===== config.mk =====
export PLATFORM = sky130hd
export DESIGN_NAME = vc_test_check_sink
export DESIGN_NICKNAME = d
export VERILOG_FILES = /design/src/rtl/vc_test_pkg.sv /design/src/rtl/vc_EnResetReg.sv /design/src/rtl/vc_test_check_sink.sv
export SDC_FILE = /design/constraint.sdc
export NUM_CORES = 2
export LEC_CHECK = 0
export BUFFER_PORTS_ARGS = -buffer_cell sky130_fd_sc_hd__buf_2
export CORE_MARGIN = 2
export CORE_UTILIZATION = 51
export CTS_BUF_LIST = sky130_fd_sc_hd__clkbuf_4
export DETAILED_ROUTE_END_ITERATION = 8
export GPL_TIMING_DRIVEN = 1
export HOLD_SLACK_MARGIN = 0.15
export PLACE_DENSITY_LB_ADDON = 0.08
export SKIP_CTS_REPAIR_TIMING = 1
export SLEW_MARGIN = 20
export SYNTH_ARGS = -nofsm -noshare
export SYNTH_HDL_FRONTEND = slang
export SYNTH_SLANG_ARGS = --single-unit

===== constraint.sdc =====
create_clock -name clk -period 5.28 [get_ports clk]
set_input_delay 0.528 -clock clk [delete_from_list [all_inputs] [get_ports clk]]
set_output_delay 0.528 -clock clk [all_outputs]
set_load 0.01 [all_outputs]

===== src/rtl/vc_test_pkg.sv =====
// Shared FSM state encoding and constants for the test check sink.
package vc_test_pkg;

    typedef enum logic [1:0] {
        IDLE = 2'd0,
        RUN  = 2'd1,
        DONE = 2'd2
    } state_t;

    // err_count holds at this value instead of wrapping back to zero
    localparam logic [31:0] c_err_sat = 32'hFFFF_FFFF;

endpackage


===== src/rtl/vc_EnResetReg.sv =====
// Enabled register with synchronous active-high reset to a parameterised value.
module vc_EnResetReg #(
    parameter int                 p_nbits       = 1,
    parameter logic [p_nbits-1:0] p_reset_value = '0
)(
    input  logic               clk,
    input  logic               reset,
    input  logic               en,
    input  logic [p_nbits-1:0] d,
    output logic [p_nbits-1:0] q
);

    // reset wins over enable; otherwise load d when enabled
    always_ff @(posedge clk) begin
        if (reset)
            q <= p_reset_value;
        else if (en)
            q <= d;
    end

endmodule


===== src/rtl/vc_test_check_sink.sv =====
// Test sink: compares an incoming val/rdy stream against a preloaded
// expected-message memory and records mismatch statistics.
module vc_test_check_sink
    import vc_test_pkg::*;
#(
    parameter  int p_msg_nbits = 1,
    parameter  int p_num_msgs  = 1024,
    localparam int c_idx_nbits = $clog2(p_num_msgs) + 1
)(
    input  logic                   clk,
    input  logic                   reset,

    input  logic                   go,
    input  logic [c_idx_nbits-1:0] num_msgs,

    input  logic                   ld_en,
    input  logic [c_idx_nbits-2:0] ld_idx,
    input  logic [p_msg_nbits-1:0] ld_msg,

    input  logic                   in_val,
    output logic                   in_rdy,
    input  logic [p_msg_nbits-1:0] in_msg,

    output logic                   done,
    output logic [31:0]            err_count,
    output logic [c_idx_nbits-1:0] first_err_idx,
    output logic [p_msg_nbits-1:0] first_err_got,
    output logic [p_msg_nbits-1:0] first_err_exp,
    output logic                   extra_msg
);

    localparam logic [c_idx_nbits-1:0] c_max_cnt = c_idx_nbits'(p_num_msgs);
    localparam logic [c_idx_nbits-1:0] c_one     = c_idx_nbits'(1);

    state_t                 state;
    logic [c_idx_nbits-1:0] count;
    logic [c_idx_nbits-1:0] idx;
    logic [p_msg_nbits-1:0] mem [p_num_msgs];

    logic                   start;
    logic                   fire;
    logic                   mismatch;
    logic                   last;
    logic [p_msg_nbits-1:0] exp_msg;
    logic [c_idx_nbits-1:0] num_clamped;
    logic                   idx_en;
    logic [c_idx_nbits-1:0] idx_d;
    logic                   err_en;
    logic [31:0]            err_d;

    // go is only honoured outside RUN
    assign start       = go && (state != RUN);
    assign fire        = in_val && in_rdy;
    assign exp_msg     = mem[idx[c_idx_nbits-2:0]];
    assign mismatch    = fire && (in_msg != exp_msg);
    assign last        = fire && (idx == count - c_one);
    assign num_clamped = (num_msgs > c_max_cnt) ? c_max_cnt : num_msgs;

    // idx: cleared on go, advanced on every accepted message
    assign idx_en = start || fire;
    assign idx_d  = start ? '0 : idx + c_one;

    vc_EnResetReg #(
        .p_nbits       (c_idx_nbits),
        .p_reset_value ('0)
    ) idx_reg (
        .clk   (clk),
        .reset (reset),
        .en    (idx_en),
        .d     (idx_d),
        .q     (idx)
    );

    // err_count: cleared on go, bumped on mismatch until saturated
    assign err_en = start || (mismatch && (err_count != c_err_sat));
    assign err_d  = start ? 32'd0 : err_count + 32'd1;

    vc_EnResetReg #(
        .p_nbits       (32),
        .p_reset_value (32'd0)
    ) err_reg (
        .clk   (clk),
        .reset (reset),
        .en    (err_en),
        .d     (err_d),
        .q     (err_count)
    );

    // expected memory: writable only outside RUN, never cleared by reset
    always_ff @(posedge clk) begin
        if (ld_en && (state != RUN))
            mem[ld_idx] <= ld_msg;
    end

    // control FSM with registered in_rdy/done and first-error record
    always_ff @(posedge clk) begin
        if (reset) begin
            state         <= IDLE;
            count         <= '0;
            in_rdy        <= 1'b0;
            done          <= 1'b0;
            first_err_idx <= '0;
            first_err_got <= '0;
            first_err_exp <= '0;
            extra_msg     <= 1'b0;
        end else begin
            case (state)
                IDLE, DONE: begin
                    if (go) begin
                        count         <= num_clamped;
                        first_err_idx <= '0;
                        first_err_got <= '0;
                        first_err_exp <= '0;
                        extra_msg     <= 1'b0;
                        if (num_clamped == '0) begin
                            state  <= DONE;
                            in_rdy <= 1'b0;
                            done   <= 1'b1;
                        end else begin
                            state  <= RUN;
                            in_rdy <= 1'b1;
                            done   <= 1'b0;
                        end
                    end else if ((state == DONE) && in_val) begin
                        extra_msg <= 1'b1;
                    end
                end
                RUN: begin
                    // err_count still zero means this is the first mismatch since go
                    if (mismatch && (err_count == 32'd0)) begin
                        first_err_idx <= idx;
                        first_err_got <= in_msg;
                        first_err_exp <= exp_msg;
                    end
                    if (last) begin
                        state  <= DONE;
                        in_rdy <= 1'b0;
                        done   <= 1'b1;
                    end
                end
                default: begin
                    state  <= IDLE;
                    in_rdy <= 1'b0;
                    done   <= 1'b0;
                end
            endcase
        end
    end

    // control inputs must be known whenever the block is out of reset
    always @(posedge clk) begin
        if (!reset) begin
            assert (!$isunknown(in_val));
            assert (!$isunknown(go));
            assert (!$isunknown(num_msgs));
        end
    end

endmodule


**Word-level counts from Yosys, hierarchy flattened**

Memories as Yosys holds them, arrays and structs flattened. A register that Yosys moved wholly into a read port is not among the register bits.
Index checks and enable logic that the tools add are counted.

- Logic and storage cells: 73
- Output and inout bits: 48
- Input bits: 28
- Memories: 1
- Bits in registers: 72
- Bits in writable memories: 1024

Memory list:

| memory | depth | bits a word | rd ports | clocked after memory_dff | write ports | line | source |
|---|---|---|---|---|---|---|---|
| mem | 1024 | 1 | 1 | 1 | 1 | vc_test_check_sink.sv:38 | `logic [p_msg_nbits-1:0] mem [p_num_msgs];` |

- Reductions and logical operators: 20
- Muxes and demuxes: 29
- Eq/ne operators: 9
- $add $sub $neg: 3
- $lt $le $gt $ge: 1

Operators with widths:

| operator | count |
|---|---|
| $mux 11 | 4 |
| $add 32x1->32 const B | 1 |
| $logic_not 32->1 | 1 |
| $mux 32 | 1 |
| $ne 32x32->1 const B | 1 |
| $pmux 11 s2 | 1 |
| $mux 10 | 2 |
| $mux 1 | 13 |
| $add 11x1->11 const B | 1 |
| $eq 11x11->1 | 1 |
| $gt 11x11->1 const B | 1 |
| $logic_not 11->1 | 1 |
| $sub 11x1->11 const B | 1 |
| $logic_and 1x1->1 | 8 |
| $pmux 1 s2 | 4 |
| $mux 2 | 3 |
| $ne 2x2->1 const B | 3 |
| $reduce_and 2->1 | 3 |
| $pmux 2 s2 | 1 |
| $reduce_bool 2->1 | 2 |
| $reduce_and 3->1 | 1 |
| $eq 2x1->1 const B | 1 |
| $eq 2x2->1 const B | 1 |
| $logic_not 2->1 | 1 |
| other kinds (4) | 5 |

**Longest topological paths before layout**

- Depth after elaboration: 6
- Mapped depth: 19

**Modules after synthesis**

A second synthesis with hierarchy kept.

- Cells, all modules: 3554
- Area total of the unflattened synthesis: 48530.3 sq um

Modules (own cells, without submodules):

| module | cells each | area an instance (sq um) | instances | sequential area each (sq um) |
|---|---|---|---|---|
| vc_test_check_sink | 3416 | 46980.1 | 1 | 31290.0 |
| vc_EnResetReg (err_reg) | 103 | 1163.6 | 1 | 640.6 |
| vc_EnResetReg (idx_reg) | 35 | 386.6 | 1 | 220.2 |

**Worst setup path before layout**

OpenSTA, ideal clock, no wires.

- Path type: register to register
- From: register (tool-made name)
- To: register err_reg.q[23]
- Path buffers: 4
- Cell stages (with the launch flop): 15
- Data required time: 5.210 ns
- Slack: 1.250 ns
- Arrival time: 3.960 ns
- Setup time: 0.070 ns
- Cells stage by stage: dfxtp_1 -> buf_6 -> buf_12 -> buf_6 -> mux4_2 -> a211oi_1 -> a311oi_1 -> or4_1 -> nor2b_1 -> o41a_1 -> nor4_4 -> nor3_2 -> clkbuf_2 -> or4_1 -> a21oi_1

RTL lines:

| element | line | source |
|---|---|---|
| end signal: assignment | vc_EnResetReg.sv:16 | `q <= p_reset_value;` |
| end: declaration | vc_EnResetReg.sv:10 | `output logic [p_nbits-1:0] q` |

==> reports/results.md <==
- synthesized cell area: 48,600 um2
- sequential-to-total area share from yosys stat: 66.5%
- share of synthesized area spent on multiplexers: 12.9%
- number of sinks on the clock net: 1,104
- total number of vias: 32,298
- Simple-Gate Fraction of Synth Area: 12.9%
- Post-Place Cell Area: 50,400 um2
- clock tree from TritonCTS: yes
- drt via density: 6.08
- compound-cell area share of the yosys netlist: 3.79%
- final number of hold-violating endpoints: 0
- crit start category: flip-flop
- slowest cell on the critical path: sky130_fd_sc_hd__dfxtp_4
- Final Instance Area: 54,700 um2
- combinational family with the most area after synthesis: multiplexers
- initial core utilization: 51.4%
- share of the synthesized netlist area taken by xor and xnor gates: 0.414%
- type of the setup path with the least slack: flip-flop to flip-flop
- sum of negative setup slack: 0 ns
- initial detailed-routing violation count: 4,116
- Leak Pwr: 16.6 nW
- endpoint kind of the worst setup timing path: flip-flop
- area of the placeable core: 94,700 um2
- DIE WIDTH: 313 um
- stage delay of the slowest cell on the critical path: 0.75 ns
- number of antenna violations at the first check in global routing: 8
- total congestion overflow: 0
- share of cells above drive strength 1: 24.0%
- max-slew violation count: 0
- number of enable-type register cells in the synthesized netlist: 1,024
- cts bufs inserted: 312
- die extent in y: 313 um
- Mapped Avg Cell Area: 13.5 um2
- crit share post-route: 98.7%
- Port Buffer Count: 75
- number of detailed-routing iterations run before antenna repair: 6
- count of state elements after synthesis: 1,104
- most common flop cell mapped by yosys: sky130_fd_sc_hd__edfxtp_1
- largest voltage drop on the vdd net: 0.213 mV
- wire length after detailed routing: 142,000 um
- final setup skew: 0.0795 ns
- largest driver fanout on the critical path: 30
- layout overhead on the synthesized area: 12.4%
- status: complete, no violations
- clock insertion delay at the later pin of the skew report: 1.18 ns
- Total Nets Final: 3,886
- HPWL reported at the end of detailed placement: 78,800 um
- required time worst endpoint: 6.32 ns
- H-tree depth: 5
- Placer Congestion: 0.876
- setup violation total in the final timing report: 0
- number of max-cap violations: 0
- slew at the pin closest to its max-slew limit: 1.19 ns
- largest net degree at the start of global routing: 192
- top-level I/O count: 76
- share of async-settable or async-resettable flops after synthesis: 0%
- CTS root buffer: sky130_fd_sc_hd__clkbuf_4
- Rel. slew slack: 20.4%
- Final Critical Period: 5.21 ns
- classification of the worst-slack hold path: input pin to flip-flop
- largest delay contributor family on the critical path: simple AND/OR/NAND/NOR gates
- number of warning messages in the yosys log: 0
- Die Outline Area: 97,900 um2
- count of nets left with antenna violations after detail routing: 0
- crit path cell chain: buf_4 -> buf_4 -> a32oi_1 -> a41oi_1 -> nand2_1 -> nor4_2 -> nor3_1 -> o41a_1 -> or3_1 -> nand3_1 -> buf_12 -> mux2_2 -> nor2_1 -> dlygate4sd3_1
- cell seen most often among critical-path stages: sky130_fd_sc_hd__buf_4
- Worst Path Buf+Inv: 4
- maximum buffer depth of the clock tree: 4
- Yosys cell types: 75
- vias in the first global route: 32,292
- power density cells: 325 nW/um2
- GRT Overall Usage: 29.0%
- post-synthesis cell count: 3,606
- Critical Path AT: 6.25 ns
- wire length of the first global-routing pass: 207,000 um
- achievable frequency: 0.192 GHz
- post-synthesis adder-cell area fraction: 0.103%
- residual DRC count: 0
- post-CTS clock slew at the launch and capture registers of the worst setup and hold paths: 0.06 ns
- Synthesized Nets: 3,638
- Placement Rows: 113
- wire length per cell: 26.8 um
-- power breakdown --
part           switching (mW)  internal (mW)  total (mW)
combinational           0.395          0.169       0.563
clock                    3.49           4.14        7.63
sequential             0.0124           9.55        9.56
total                    3.90           13.9        17.8
-- routing by layer --
metal,GRT usage [%],part of all wire [%],up-vias
met1,39.5,40,16513
met3,6.58,9.4,282
met2,46.2,47,1637
li1,-,-,13858
met4,10.3,2.9,8
met5,0,0.032,-
-- synthesized netlist by cell type, types with 30 or more instances --
master | number | area share (%)
sky130_fd_sc_hd__dfxtp_1 | 80 | 3.3
sky130_fd_sc_hd__nand2_1 | 156 | 1.2
sky130_fd_sc_hd__edfxtp_1 | 1024 | 63
sky130_fd_sc_hd__clkbuf_1 | 200 | 1.5
sky130_fd_sc_hd__a22oi_1 | 92 | 1.4
sky130_fd_sc_hd__o21ai_0 | 30 | 0.31
sky130_fd_sc_hd__a21oi_1 | 64 | 0.66
sky130_fd_sc_hd__buf_1 | 39 | 0.30
sky130_fd_sc_hd__mux2i_1 | 162 | 3.3
sky130_fd_sc_hd__mux4_2 | 198 | 9.2
sky130_fd_sc_hd__nor2_1 | 1086 | 8.4
sky130_fd_sc_hd__nand3_1 | 48 | 0.49
-- cell families (layout without fill, tap and decap cells) --
group,Yosys count,count (layout)
XOR/XNOR,23,23
AND/OR/NAND/NOR,1495,1495
buffers and inverters,332,767
AO/OA/AOI/OAI,271,271
adder cells (fa/ha/maj),4,4
other,0,6
flip-flops,1104,1104
multiplexers,377,377
-- cells in the final DEF (no fill, tap or decap), drive strengths merged, types with 48 or more instances in the layout --
| cell | instances |
|---|---|
| edfxtp | 1024 |
| mux4 | 198 |
| clkbuf | 463 |
| nand3 | 48 |
| nor2 | 1088 |
| a21oi | 64 |
| a22oi | 92 |
| mux2i | 162 |
| dfxtp | 80 |
| buf | 210 |
| nand2 | 156 |
-- worst paths after layout --
check           startpoint            end  slack [ns]  cells after the start
max              flip-flop  first_err_got        0.07                     14
min              ld_idx[9]        mem[15]        0.35                      4
max reg2reg      flip-flop  first_err_got        0.07                     14
min reg2reg  first_err_exp  first_err_exp        0.51                      2
-- worst min-delay path, cell delays in order --
cell and delay, ns:
sky130_fd_sc_hd__buf_2 0.15, sky130_fd_sc_hd__nor3_2 0.14, sky130_fd_sc_hd__nand2_1 0.37, sky130_fd_sc_hd__nor2_1 0.09
-- area by class of cell --
type	instances	area, um2
multi-input cells	2170	14900
well taps	1265	1580
fillers	7839	40000
clock inverters	38	253
flip-flops and latches	1104	32400
diodes	6	15.0
repair buffers	252	2060
clock buffers	463	3480
inverters	14	52.6
-- sequential cells by signal, indices dropped and copies added, names as in the netlist, named ones only --
signal,cells
mem,1024
err_reg.q,32
count,11
first_err_idx,11
idx_reg.q,11
done,1
extra_msg,1
first_err_exp,1
first_err_got,1
in_rdy,1
-- stage by stage --
step	power, mW	hold slack, ns	utilization [%]	instances	setup WS [ns]
4_1_cts	17.9	-0.358	57.2	5263	-0.169
2_1_floorplan	10.0	0.449	-	3606	1.25
5_1_grt	18.4	0.312	57.7	5312	-0.0231
6_report	17.8	0.350	57.7	5312	0.0692
3_5_place_dp	10.3	0.475	53.3	4762	-0.160
3_3_place_gp	10.3	0.464	53.3	4762	-0.130
Power figures use the tool's default switching activity.
